## config.mk

```make
export PLATFORM = sky130hd
export DESIGN_NAME = fetch_stage
export DESIGN_NICKNAME = d
export VERILOG_FILES = /design/src/rtl/fetch_stage.sv
export SDC_FILE = /design/constraint.sdc
export NUM_CORES = 1
export LEC_CHECK = 0
export ABC_AREA = 1
export CELL_PAD_IN_SITES_DETAIL_PLACEMENT = 0
export CELL_PAD_IN_SITES_GLOBAL_PLACEMENT = 1
export CORE_MARGIN = 4
export CORE_UTILIZATION = 32
export CTS_BUF_LIST = sky130_fd_sc_hd__clkbuf_4 sky130_fd_sc_hd__clkbuf_8 sky130_fd_sc_hd__clkbuf_16
export DETAILED_ROUTE_END_ITERATION = 8
export HOLD_SLACK_MARGIN = 0.03
export PLACE_DENSITY = 0.86
export SLEW_MARGIN = 20
export SYNTH_ARGS = -nofsm -noshare
export SYNTH_HDL_FRONTEND = slang
export SYNTH_SLANG_ARGS = --single-unit
```

## constraint.sdc

```tcl
create_clock -name clk -period 2 [get_ports clk]
set_input_delay 0.4 -clock clk [delete_from_list [all_inputs] [get_ports clk]]
set_output_delay 0.4 -clock clk [all_outputs]
set_load 0.01 [all_outputs]
```

## src/rtl/fetch_stage.sv

```systemverilog
// RV32I instruction-fetch stage: program counter, instruction-memory address,
// and the IF/ID pipeline register with redirect, stall and flush handling.
module fetch_stage #(
  parameter int unsigned          D_WIDTH   = 32,
  parameter logic [D_WIDTH-1:0]   RESET_PC  = '0,
  parameter logic [D_WIDTH-1:0]   NOP_INSTR = D_WIDTH'(32'h0000_0013)
) (
  input  logic               clk,
  input  logic               rst,
  input  logic               StallF,
  input  logic               StallD,
  input  logic               FlushD,
  input  logic               PCSrcE,
  input  logic [D_WIDTH-1:0] PCTargetE,
  output logic [D_WIDTH-1:0] InstrMemAddr,
  input  logic [D_WIDTH-1:0] InstrMemData,
  output logic [D_WIDTH-1:0] InstrD,
  output logic [D_WIDTH-1:0] PCD,
  output logic [D_WIDTH-1:0] PCPlus4D,
  output logic               ValidD,
  output logic [D_WIDTH-1:0] FetchCount
);

  logic [D_WIDTH-1:0] r_pcf;
  logic [D_WIDTH-1:0] r_instr_d;
  logic [D_WIDTH-1:0] r_pc_d;
  logic [D_WIDTH-1:0] r_pcplus4_d;
  logic               r_valid_d;
  logic [D_WIDTH-1:0] r_fetch_count;

  logic [D_WIDTH-1:0] w_pcplus4f;
  logic [D_WIDTH-1:0] w_target_aligned;
  logic               w_load_d;

  assign w_pcplus4f       = r_pcf + D_WIDTH'(4);
  assign w_target_aligned = {PCTargetE[D_WIDTH-1:2], 2'b00};
  assign w_load_d         = !FlushD && !StallD;

  // Redirect wins over StallF so a taken branch is never lost behind a stall.
  always_ff @(posedge clk) begin
    if (rst) begin
      r_pcf <= RESET_PC;
    end else if (PCSrcE) begin
      r_pcf <= w_target_aligned;
    end else if (!StallF) begin
      r_pcf <= w_pcplus4f;
    end
  end

  always_ff @(posedge clk) begin
    if (rst || FlushD) begin
      r_instr_d   <= NOP_INSTR;
      r_pc_d      <= '0;
      r_pcplus4_d <= '0;
      r_valid_d   <= 1'b0;
    end else if (!StallD) begin
      r_instr_d   <= InstrMemData;
      r_pc_d      <= r_pcf;
      r_pcplus4_d <= w_pcplus4f;
      r_valid_d   <= 1'b1;
    end
  end

  always_ff @(posedge clk) begin
    if (rst) begin
      r_fetch_count <= '0;
    end else if (w_load_d) begin
      r_fetch_count <= r_fetch_count + D_WIDTH'(1);
    end
  end

  assign InstrMemAddr = r_pcf;
  assign InstrD       = r_instr_d;
  assign PCD          = r_pc_d;
  assign PCPlus4D     = r_pcplus4_d;
  assign ValidD       = r_valid_d;
  assign FetchCount   = r_fetch_count;

endmodule

```

==> run metrics, run 1 <==
status finished, final reports clean; Congestion Overflow GR 0; Slew HR 60.7%; routability cong. 0.873; area grow syn2layout 45.1%; DR pass1 iterations 5; Critical Path Sink Type output pin; CP top delay family buffers and inverters; antenna diode count 0; via count 7227; hpwl dp 17300 µm; clock period minus worst slack 1920 ps; DRC 0; cts bufs inserted 17; IO Port Bufs 222; register bit count reported by yosys 155; Row Count 54; RSZ-0062 raised after global routing no; vias in the first global route 7011; number of post-CTS setup repair buffers 0; routed vias/inst 4.56; largest net degree at the start of global routing 117; Startpoint Class flip-flop; clock-pin slew on the worst setup and hold paths 70 ps; post-synthesis cell count 1064; CP bufs+invs 2; Max-cap violations 0; logic gate share of total power 11.9%; final hold violations 0; chip width 158 µm; GR Util All Layers 18.6%; Sequential Power Share 44.4%; yosys warns 0; Final setup viols 0; CP max FO 3; slowest stage cell, crit path clkdlybuf4s50_1; top-count cell post-synth nand2_1; Final Net Count 1363; sw power 1910 µW; WP data arrival 1520 ps; asr flop ratio synth 0%; Hold Path Class input pin to flip-flop; initial antenna violation count 2; power per cell area 706 nW/µm²; fin area 10500 µm²; Die Ht 158 µm; register area share after synthesis 43.1%; DRT iter0 DRCs 355; Hold-fix buffers, CTS 0; area of the die 25000 µm²; Commonest cells post-synth nand2_1, nor2_1, dfxtp_1; Synth area leader dfxtp_1; post-synth cell types 37; synthesized area 7210 µm²; Max Transition Viols Final 0; # IOs 231; Area after DPL 9870 µm²; Core ar. 22000 µm²; fraction of layout cells with a size suffix above 1 8.05%; EDFF count, synth 0; fin crit share 95.9%; top cells by area in the synthesized netlist dfxtp_1, nand2_1, nor2_1; Main synth FF type dfxtp_1; Hold Slack 412 ps; clock latency on the worst-skew pair 430 ps; global-route wire length before repair 36700 µm; Yosys top cell area share 43.1%; pre-CTS WS -88.3 ps; CP peak stage delay 540 ps; fmax 522 MHz; measured slew at the worst slew-check pin 589 ps; CP required 1600 ps; post-CTS sizing 1; crit-path cells buf_4, clkdlybuf4s50_1; Routed WL 23400 µm; CTS Root Cell clkbuf_16; DR WL/cell 14.8 µm; CTS tree done; Clock power frac 43.7%; Clock Sink Count 155; P_int 5470 µW; largest buffer count on any clock path 2; Leakage 0.00414 µW; Crit Path Class flip-flop to output pin; switch share 25.9%; htree depth 4; Avg Cell Area, Syn 6.77 µm²; final worst slack 82.6 ps; clock skew 13.9 ps; Routed Antenna Nets 0; peak supply drop 0.540 mV; Starting Density 32.8%
[kinds of logic after synthesis]
family | Yosys count | synth area share [%]
xor+xnor | 21 | 2.86
other cells | 1 | 0.0520
flops | 155 | 43.1
fa+ha+maj | 2 | 0.347
compound gates | 192 | 13.7
simple gates | 531 | 30.9
buf+inv | 162 | 9.06
[tightest hold or removal path, cell delays in order]
cell and delay (ps):
buf_2 130, inv_1 130, nand2_1 100, inv_1 30
[area by class of cell]
class,instances,area (µm²)
Tap cell,280,350
Clock inverter,11,108
Sequential cell,155,3110
Fill cell,2173,11500
Timing Repair Buffer,253,2520
Inverter,112,425
Multi-Input combinational cell,752,3470
Clock buffer,21,474
[metrics by stage]
| stage | util (%) | power (µW) | TNS, ps | std cells |
|---|---|---|---|---|
| floorplan | - | 3730 | 0 | 1069 |
| CTS | 47.6 | 7480 | 0 | 1584 |
| global route | 47.6 | 7720 | 0 | 1584 |
| finish | 47.6 | 7380 | 0 | 1584 |
| detailed placement | 45.0 | 4230 | -314 | 1552 |
| global placement | 45.0 | 4230 | -212 | 1552 |
[path summary, 6_finish.rpt]
path,slack [ps],depth (start not counted),start,end
hold / removal,410,4,rst,InstrMemAddr[3]
setup / recovery,80,2,InstrMemAddr[12],InstrMemAddr[12]
hold reg to reg,460,2,InstrD[7],InstrD[7]
setup reg to reg,230,8,InstrMemAddr[3],InstrMemAddr[16]
[power groups by stage]
stage	clock [µW]	combinational (µW)	sequential (µW)
after floorplan	0	346	3380
after global placement	0	884	3340
after detailed placement	0	887	3340
after CTS	3310	892	3280
after global routing	3450	974	3290
final	3220	882	3280
[layer usage]
layer | vias up | share of wire, % | wire, µm | global-route usage, %
met2 | 189 | 46 | 10800 | 30.2
met1 | 3229 | 45 | 10500 | 23.9
met3 | 34 | 6.9 | 1610 | 5.88
met5 | - | 0.10 | 24 | 0
met4 | 4 | 1.8 | 432 | 5.36
li1 | 3771 | - | - | -
[sequential cells by signal, indices dropped and copies added, names as in the netlist]
register      flops
InstrD           32
ValidD            1
PCD              30
PCPlus4D         30
InstrMemAddr     30
FetchCount       32
[layout by cell type (no fill, tap or decap), drive strengths merged, types with 6 or more instances in the layout]
cell type      Yosys  layout
a31oi              7       7
a21oi             95      95
o21ai             86      86
clkdlybuf4s50      0     220
xor2              16      16
conb               1       6
nand3             35      35
nand4              6       6
nor2             173     173
clkbuf            32      21
buf               18      33
nand2            308     308
dfxtp            155     155
inv              111     115
(Power assumes the default switching activity.)
==> run 2: changes to the inputs <==
--- a/config.mk
+++ b/config.mk
@@ -9,9 +9,10 @@
 export CELL_PAD_IN_SITES_DETAIL_PLACEMENT = 0
 export CELL_PAD_IN_SITES_GLOBAL_PLACEMENT = 1
 export CORE_MARGIN = 4
-export CORE_UTILIZATION = 32
+export CORE_UTILIZATION = 44
 export CTS_BUF_LIST = sky130_fd_sc_hd__clkbuf_4 sky130_fd_sc_hd__clkbuf_8 sky130_fd_sc_hd__clkbuf_16
 export DETAILED_ROUTE_END_ITERATION = 8
+export DONT_BUFFER_PORTS = 1
 export HOLD_SLACK_MARGIN = 0.03
 export PLACE_DENSITY = 0.86
 export SLEW_MARGIN = 20
==> run metrics, run 2 (synthesized netlist as in run 1, its figures left out) <==
Critical Path Sink Type flip-flop; Crit Path Class flip-flop to flip-flop; RSZ-0062 raised after global routing no; RR Startpoint FetchCount[5]; CP top delay family simple AND/OR/NAND/NOR gates; final hold violations 0; Hold-fix buffers, CTS 0; antenna diode count 0; via count 6446; Area after DPL 7550 µm²; IO Port Bufs 0; hpwl dp 15200 µm; Hold Path Class input pin to flip-flop; htree depth 4; peak supply drop 0.566 mV; Slew HR 57.3%; initial antenna violation count 0; CP peak stage delay 430 ps; fmax 600 MHz; Max Transition Viols Final 0; final core occ 51.5%; Setup TNS 0 ps; CP dominant cell by count nor2_1; Die Ht 136 µm; min-delay src rst; slowest stage cell, crit path dfxtp_1; fin crit share 83.3%; pre-CTS WS 372 ps; most common cell after layout, fill and taps aside nand2_1; measured slew at the worst slew-check pin 640 ps; CTS tree done; Core ar. 15900 µm²; Row Count 46; total length of routed met3 wires 1850 µm; most frequent cells in the layout nand2_1, dfxtp_1, nor2_1, inv_1, a21oi_1; area of the die 18500 µm²; CP bufs+invs 0; placed insts 1267; chip width 136 µm; Final Non-Filler Cells 1300; clock latency on the worst-skew pair 420 ps; clock period minus worst slack 1670 ps; Met1 Wirelength 8760 µm; Clock Sink Count 155; clock skew 9.23 ps; Starting Density 45.2%; Routed WL 20800 µm; final worst slack 334 ps; largest net degree at the start of global routing 117; DR pass1 iterations 5; DR WL/cell 16.0 µm; clock-pin slew on the worst setup and hold paths 60 ps; power per cell area 894 nW/µm²; DRC 0; CP required 2320 ps; Worst Setup SP FetchCount[5]; DRT iter0 DRCs 367; number of post-CTS setup repair buffers 0; fraction of layout cells with a size suffix above 1 9.41%; WP data arrival 1980 ps; Routed Antenna Nets 0; met2 WL 9870 µm; post-CTS sizing 0; crit-path cells nand2_1, nor2_1, nand2_1, nor2_1, nand4_1, o21ai_0, nor2_1; status finished, final reports clean; cts bufs inserted 17; Startpoint Class flip-flop; Final setup viols 0; highest metal layer with signal wires met4; GR Util All Layers 22.3%; Max-cap violations 0; CTS Root Cell clkbuf_16; vias in the first global route 6052; routed vias/inst 4.96; Congestion Overflow GR 0; Leakage 0.00336 µW; global-route wire length before repair 32400 µm; # IOs 231; largest buffer count on any clock path 2; routability cong. 0.843; setup slack, reg-to-reg 330 ps; fin area 8220 µm²; area grow syn2layout 14.0%; CP max FO 4; Final Net Count 1143
==> run 2: final timing paths <==
check / to / depth (start not counted)
max: FetchCount[30] / 7
min: FetchCount[2] / 1
max reg2reg: FetchCount[30] / 7
min reg2reg: FetchCount[26] / 2
==> run 2: through the flow <==
step	power, µW	hold WS [ps]
after global placement	3840	480
after global routing	7640	31.9
after floorplan	3730	488
final	7350	58.3
after CTS	7420	33.0
after detailed placement	3850	482
==> run 2: final cells by class <==
type | count | area (µm²)
timing repair buffer | 33 | 288
inverter | 112 | 425
clock buffer | 18 | 433
multi-input combinational | 752 | 3470
tap | 216 | 270
fill | 1625 | 7730
sequential | 155 | 3100
clock inverter | 14 | 221
==> run 2: power by group <==
group	internal [µW]	switching [µW]	total, µW
registers	3190	132	3320
clock network	2240	1330	3570
logic	164	292	456
==> run 2: worst reg2reg max path, stage by stage (launching register included) <==
cell	delay, ps
dfxtp_1	430
nand2_1	100
nor2_1	230
nand2_1	150
nor2_1	280
nand4_1	160
o21ai_0	170
nor2_1	50
==> run 2: metal layers <==
metal | global-route usage (%) | vias to the layer above
met5 | 0 | -
li1 | - | 3355
met1 | 27.6 | 2882
met3 | 8.59 | 23
met2 | 36.1 | 186
met4 | 6.49 | 0
==> run 3: changes to the inputs <==
==> constraint.sdc (replaced) <==
create_clock -name clk -period 1.7 [get_ports clk]
set_input_delay 0.34 -clock clk [delete_from_list [all_inputs] [get_ports clk]]
set_output_delay 0.34 -clock clk [all_outputs]
set_load 0.01 [all_outputs]
==> run metrics, run 3 (synthesized netlist as in run 1, its figures left out) <==
status finished, final reports clean; DRT iter0 DRCs 479; Starting Density 45.2%; final hold violations 0; switch share 24.1%; highest metal layer with signal wires met4; CTS Root Cell clkbuf_16; Setup TNS 0 ps; Slew HR 65.7%; Startpoint Class flip-flop; total length of routed met3 wires 1930 µm; setup slack, reg-to-reg 100 ps; clock period minus worst slack 1600 ps; filler instances 1596; RR Startpoint InstrMemAddr[3]; WP data arrival 1910 ps; CTS tree done; vias in the first global route 6282; Die Ht 136 µm; Routed Antenna Nets 0; Clock power frac 49.3%; hpwl dp 15300 µm; power per cell area 1040 nW/µm²; area grow syn2layout 19.4%; Worst R2R Path Depth 10; DR pass1 iterations 8; initial antenna violation count 0; most frequent cells in the layout nand2_1, dfxtp_1, nor2_1, inv_1, a21oi_1; global-route wire length before repair 33800 µm; clock latency on the worst-skew pair 430 ps; Max Transition Viols Final 0; routed vias/inst 4.95; CP max FO 5; Sequential Power Share 43.7%; FF-to-FF End InstrMemAddr[20]; htree depth 4; Final setup viols 0; peak supply drop 0.752 mV; GR Util All Layers 23.2%; RSZ-0062 raised after global routing no; final core occ 54.0%; P_int 6770 µW; sw power 2140 µW; Worst Setup SP InstrMemAddr[3]; clock-pin slew on the worst setup and hold paths 70 ps; Max-cap violations 0; hold depth 2; largest net degree at the start of global routing 117; logic gate share of total power 7.0%; Crit Path Class flip-flop to flip-flop; Core ar. 15900 µm²; Routed WL 21700 µm; chip width 136 µm; routability cong. 0.871; Met1 Wirelength 9270 µm; largest buffer count on any clock path 2; # IOs 231; Congestion Overflow GR 0; Critical Path Sink Type flip-flop; most common cell after layout, fill and taps aside nand2_1; Leakage 0.00361 µW; clock skew 8.42 ps; IO Port Bufs 0; Clock Sink Count 155; Hold Path Class input pin to flip-flop; Hold EP InstrD[19]; cts bufs inserted 17; fraction of layout cells with a size suffix above 1 13.1%; min-delay src InstrMemData[19]; DR WL/cell 16.2 µm; antenna diode count 0; fmax 626 MHz; fin crit share 94.0%; measured slew at the worst slew-check pin 514 ps; via count 6651; Row Count 46; area of the die 18500 µm²; Final Net Count 1186; CP required 2010 ps; met2 WL 10100 µm; DRC 0
==> run 3: cell types whose count changed in the layout (fill, tap and decap cells not counted), sizes merged <==
cell | previous run | this run
bufinv | 5 | 6
clkinvlp | 3 | 0
buf | 32 | 70
inv | 111 | 113
dlygate4sd3 | 1 | 6
==> run 3: critical path, stage by stage (launching register included) <==
cell and delay [ps]:
dfxtp_2 340, ha_2 190, nand2_2 70, nor2_4 170, nand2_4 120, nor2_4 220, nand2_1 70, nand2_1 80
nand2_2 60, a21oi_2 110, nor2_1 40
==> run 3: through the flow <==
step	instance area [µm²]	worst slack (ps)	std cells	power (µW)	hold slack, ps
2_1_floorplan	7230	106	1069	4390	453
3_3_place_gp	7820	102	1303	4540	418
3_5_place_dp	7820	78.4	1303	4550	420
4_1_cts	8580	62.5	1342	8960	30.6
5_1_grt	8610	3.24	1343	9220	41.0
6_report	8610	102	1343	8910	45.3
==> run 3: cell type report <==
cell class | instances | area [µm²] | share of cell area [%]
multi-input combinational | 752 | 3500 | 40.6
tap | 216 | 270 | 3.14
clock inverter | 14 | 243 | 2.82
clock buffer | 18 | 433 | 5.03
sequential | 155 | 3110 | 36.1
timing repair buffer | 76 | 636 | 7.38
inverter | 112 | 425 | 4.94
==> run 3: worst max path at each step <==
stage                       endpoint  slack, ps
floorplan           InstrMemAddr[20]        110
global placement        PCPlus4D[24]        100
detailed placement      PCPlus4D[24]         80
CTS                     PCPlus4D[24]         60
global route            PCPlus4D[24]          3
finish              InstrMemAddr[20]        100
==> run 3: per-layer routing <==
layer | up-vias | GRT usage, %
met2 | 211 | 36.6
met1 | 2966 | 29.6
met5 | - | 0
met3 | 32 | 8.29
li1 | 3442 | -
met4 | 0 | 7.61
==> run 3: power by group through the flow <==
stage	registers, µW	clock network [µW]	logic [µW]
3_3_place_gp	3970	0	575
4_1_cts	3890	4440	626
3_5_place_dp	3970	0	584
6_report	3890	4390	628
2_1_floorplan	3980	0	408
5_1_grt	3900	4610	715
==> run 3: repair_timing <==
action                     in CTS  in global routing
hold endpoints to repair       51                  0
setup endpoints to repair       0                 11
buffers inserted                0                  1
gates resized for setup         0                  9
hold buffers                    7                  0
